--- config.mk ---
export PLATFORM = sky130hd
export DESIGN_NAME = linked_list_wr_ctrl
export DESIGN_NICKNAME = d
export VERILOG_FILES = /design/src/rtl/linked_list_wr_ctrl.sv
export SDC_FILE = /design/constraint.sdc
export NUM_CORES = 1
export LEC_CHECK = 0
export CORE_MARGIN = 2
export CORE_UTILIZATION = 55
export DETAILED_ROUTE_END_ITERATION = 8
export PLACE_DENSITY = 0.81
export SETUP_SLACK_MARGIN = 0.5
export SYNTH_ARGS = -nofsm -noshare
export SYNTH_HDL_FRONTEND = slang
export SYNTH_SLANG_ARGS = --single-unit
--- constraint.sdc ---
create_clock -name clk -period 6.91 [get_ports clk]
set_input_delay 2.073 -clock clk [delete_from_list [all_inputs] [get_ports clk]]
set_output_delay 2.073 -clock clk [all_outputs]
set_load 0.03 [all_outputs]
--- src/rtl/linked_list_wr_ctrl.sv ---
// Write controller for a singly linked list: allocates a free node, writes the payload to
// linked_list_data_mem, links it at the tail. Optional write timeout: LINKED_LIST_WR_TIMEOUT_EN.
module linked_list_wr_ctrl #(
  parameter int WR_ADDR_WD = 4,
  parameter int WR_DATA_WD = 32,
  parameter int DATA_DEPTH = 16
) (
  input  logic                  clk,
  input  logic                  reset_n,
  input  logic                  push_vld,
  input  logic [WR_DATA_WD-1:0] push_data,
  output logic                  push_rdy,
  output logic                  push_done,
  input  logic                  pop_vld,
  output logic                  pop_rdy,
  output logic [WR_ADDR_WD-1:0] head_ptr,
  output logic [WR_ADDR_WD-1:0] tail_ptr,
  output logic [WR_ADDR_WD:0]   list_cnt,
  output logic                  empty,
  output logic                  full,
  input  logic [WR_ADDR_WD-1:0] nxt_rd_addr,
  output logic [WR_ADDR_WD-1:0] nxt_rd_ptr,
  output logic                  wr_vld,
  output logic [WR_ADDR_WD-1:0] wr_addr,
  output logic [WR_DATA_WD-1:0] wr_data,
  input  logic                  wr_done,
  output logic                  wr_err
);

  typedef enum logic [1:0] {IDLE, WR, WAIT, LINK} state_t;

  state_t                  state;
  logic [DATA_DEPTH-1:0]   free_map;
  logic [WR_ADDR_WD-1:0]   nxt_ptr [DATA_DEPTH];
  logic [WR_ADDR_WD-1:0]   node;
  logic [WR_ADDR_WD-1:0]   alloc;
  logic                    push_acc;
  logic                    pop_acc;
`ifdef LINKED_LIST_WR_TIMEOUT_EN
  logic [3:0]              wait_cnt;
`endif

  function automatic logic [WR_ADDR_WD-1:0] lowest_free(input logic [DATA_DEPTH-1:0] map);
    lowest_free = '0;
    for (int i = DATA_DEPTH - 1; i >= 0; i--) begin
      if (map[i]) lowest_free = WR_ADDR_WD'(i);
    end
  endfunction

  assign alloc      = lowest_free(free_map);
  assign full       = ~|free_map;
  assign empty      = (list_cnt == '0);
  assign push_rdy   = (state == IDLE) && !full;
  assign pop_rdy    = !empty && (state != LINK);
  assign push_acc   = push_vld && push_rdy;
  assign pop_acc    = pop_vld && pop_rdy;
  assign nxt_rd_ptr = nxt_ptr[nxt_rd_addr];

`ifndef LINKED_LIST_WR_TIMEOUT_EN
  assign wr_err = 1'b0;
`endif

  always_ff @(posedge clk or posedge reset_n) begin
    if (reset_n) begin
      state     <= IDLE;
      head_ptr  <= '0;
      tail_ptr  <= '0;
      list_cnt  <= '0;
      free_map  <= '1;
      for (int i = 0; i < DATA_DEPTH; i++) nxt_ptr[i] <= '0;
      node      <= '0;
      wr_vld    <= 1'b0;
      wr_addr   <= '0;
      wr_data   <= '0;
      push_done <= 1'b0;
`ifdef LINKED_LIST_WR_TIMEOUT_EN
      wait_cnt  <= '0;
      wr_err    <= 1'b0;
`endif
    end else begin
      wr_vld    <= 1'b0;
      push_done <= 1'b0;
      case (state)
        IDLE: begin
          if (push_acc) begin
            node            <= alloc;
            free_map[alloc] <= 1'b0;
            wr_vld          <= 1'b1;
            wr_addr         <= alloc;
            wr_data         <= push_data;
            state           <= WR;
          end
        end
        WR: begin
          state <= WAIT;
`ifdef LINKED_LIST_WR_TIMEOUT_EN
          wait_cnt <= '0;
`endif
        end
        WAIT: begin
          if (wr_done) begin
            push_done <= 1'b1;
            state     <= LINK;
          end
`ifdef LINKED_LIST_WR_TIMEOUT_EN
          // Give up after 15 silent WAIT cycles and hand the node back.
          else if (wait_cnt == 4'd14) begin
            wr_err         <= 1'b1;
            free_map[node] <= 1'b1;
            state          <= IDLE;
          end else begin
            wait_cnt <= wait_cnt + 4'd1;
          end
`endif
        end
        default: begin
          if (list_cnt == '0) head_ptr <= node;
          else nxt_ptr[tail_ptr] <= node;
          tail_ptr <= node;
          list_cnt <= list_cnt + 1'b1;
          state    <= IDLE;
        end
      endcase
      // Pops never coincide with LINK, so list_cnt has a single writer per cycle.
      if (pop_acc) begin
        free_map[head_ptr] <= 1'b1;
        if (list_cnt != 1) head_ptr <= nxt_ptr[head_ptr];
        list_cnt <= list_cnt - 1'b1;
      end
    end
  end

endmodule

==> impl_metrics.json <==
{
  "grt_max_degree": 95,
  "worst_slack_ns": 0.676,
  "yosys_warnings": 0,
  "clock_path_buffers": 2,
  "pre_cts_ws_ns": 0.348,
  "port_buffers": 99,
  "avgViaCountPerCell": 6.24,
  "synth_cell_types": 55,
  "fp.coreArea_sq_mm": 0.0120,
  "worst_clock_skew_ns": 0.00873,
  "synthToLayoutAreaGrowth_pct": 24.6,
  "tns_ns": 0,
  "slew_headroom": 0.266,
  "stdcell_count": 744,
  "grt_overflow": 0,
  "globalplace.congestion": 0.901,
  "boundaryPins": 101,
  "start_kind": "input pin",
  "dpl.hpwl_microns": 11400,
  "synth.top_cell.area_share": 0.434,
  "setup_viol": 0,
  "end_kind": "output port",
  "grt_pass1_vias": 4825,
  "cts.sinks": 133,
  "timing.final.crit_period_ns": 6.23,
  "finalHoldViolCount": 0,
  "crit_type": "in2out",
  "routedWlPerCell_microns": 21.6,
  "cts_tree": "done",
  "syn_nets": 537,
  "die_w_microns": 115,
  "die_area_sq_mm": 0.0132,
  "synth.avg_cell_area_sq_um": 13.8,
  "yosys.area.top_type": "dfrtp_1",
  "grt_pass1_wl_microns": 26100,
  "drive_above_1_share": 0.350,
  "reg2reg_slack_ns": 4.41,
  "finalMaxSlewViolations": 0,
  "num_vias": 4643,
  "worst_pin_slew_ns": 1.10,
  "maxCapViolCount": 0,
  "dpl.cell_count": 712,
  "drc": 0,
  "drtAntennaViolNets": 0,
  "fp.dieH_microns": 115,
  "cp.required_ns": 4.84,
  "wl_met3_microns": 1010,
  "drtPass1Iterations": 5,
  "rsz0062_at_grt": "false",
  "clock_tree.root_cell": "clkbuf_16",
  "synth_area_sq_mm": 0.00675,
  "max-vdd-ir-drop_mv": 0.273,
  "met1_length_microns": 6400,
  "synthCells": 490,
  "antenna_cells": 0,
  "wl_microns": 16100,
  "htreeDepth": 4,
  "synth_edf_count": 0,
  "post-route-period-util": 0.902,
  "track_usage": 0.265,
  "yosysSeqAreaShare": 0.496,
  "cts-buffers-inserted": 17,
  "top_layer": "met4",
  "ys_seq_elements": 133,
  "routed-wl-met2_microns": 8110,
  "layout_common_cells": "dfrtp_1 (117), clkdlybuf4s50_1 (95), mux2_2 (70)",
  "antenna_found_initial": 0,
  "start_util": 0.562,
  "status": "completed",
  "cp.arrival_ns": 4.16,
  "synth_ff_type": "dfrtp_1",
  "p_per_area_mw_per_mm2": 500,
  "crit_fanout": 16,
  "clkTransAtPathRegs_ns": 0.05,
  "fmaxAchievable_ghz": 0.160,
  "placementRows": 40,
  "synthTopCellsByArea": "dfrtp_1 (43%), mux4_2 (13%), mux2_2 (12%)",
  "async_flop_share": 1.00,
  "cts_setup_buffers": 0,
  "p_leak_nw": 3.63,
  "clk_latency_ns": 0.42,
  "drtIter0Drc": 362,
  "final_common_cell": "dfrtp_1",
  "min_path_type": "reg2reg",
  "nets": 631
}
registers in the layout, summed over array words and instances (netlist names):
signal / flops
free_map: 16
nxt_ptr: 64
list_cnt: 5
wr_data: 32
state: 2
wr_vld: 1
tail_ptr: 4
head_ptr: 4
push_done: 1
node: 4
synth_stat cells, types with 4 or more instances:
master / instances
a21oi_1: 9
a22o_1: 6
buf_2: 5
buf_6: 4
clkbuf_1: 17
dfrtp_1: 117
dfstp_2: 16
ha_1: 6
inv_1: 13
mux2_2: 70
mux2_4: 32
mux2i_1: 4
mux4_2: 39
nand2_1: 23
nand2b_1: 5
nand3_1: 4
nor2_1: 32
nor3_1: 9
o21ai_0: 19
worst max-delay path, stage by stage:
cell and delay [ns]:
clkdlybuf4s50_1 0.47, buf_6 0.23, mux4_2 0.53, mux4_2 0.48, dlygate4sd2_1 0.37
per-stage QoR:
stage	cell area, sq um	power [mW]	hold slack [ns]	utilization
final	8410	4.20	0.505	0.701
after global routing	8410	4.41	0.532	0.701
after CTS	8410	4.21	0.508	0.701
after detailed placement	7810	3.28	0.495	0.651
after global placement	7810	3.22	0.493	0.651
after floorplan	6750	2.65	0.479	-
layout make-up:
cell class | count | area (sq um)
clock inverters | 14 | 160
flip-flops and latches | 133 | 3350
clock buffers | 18 | 439
well taps | 147 | 184
fillers | 792 | 3600
repair buffers | 104 | 1020
multi-input cells | 315 | 3210
inverters | 13 | 51.3
final timing paths:
kind	depth (start not counted)	from	end
setup / recovery	5	nxt_rd_addr[0]	nxt_rd_ptr[2]
hold / removal	1	wr_data[2]$_DFFE_PP0P_	wr_data[2]$_DFFE_PP0P_
setup reg to reg	4	state[1]$_DFFE_PP0P_	nxt_ptr[59]$_DFFE_PP0P_
hold reg to reg	1	wr_data[2]$_DFFE_PP0P_	wr_data[2]$_DFFE_PP0P_
max in group asynchronous	3	reset_n	nxt_ptr[29]$_DFFE_PP0P_
min in group asynchronous	2	reset_n	wr_data[21]$_DFFE_PP0P_
where the power goes:
part	internal (mW)	switching (mW)
logic	0.908	0.851
registers	1.12	0.415
clock network	0.572	0.336
per-layer routing:
| metal | track usage | vias to the layer above |
|---|---|---|
| met3 | 0.0685 | 46 |
| met5 | 0 | - |
| met4 | 0.124 | 0 |
| met1 | 0.332 | 2385 |
| met2 | 0.434 | 199 |
| li1 | - | 2013 |
cell families after synthesis:
logic type,share of synthesized area
AO/OA/AOI/OAI,0.0552
buffers and inverters,0.0293
multiplexers,0.324
adder cells (fa/ha/maj),0.0111
flip-flops,0.496
XOR/XNOR,0.00389
AND/OR/NAND/NOR,0.0802
other,0.000555
what timing repair did:
item / CTS / global route
resized for setup: 3 / 0
hold buffers: 0 / 0
setup endpoints to repair: 2 / 0
(Power assumes the default switching activity.)
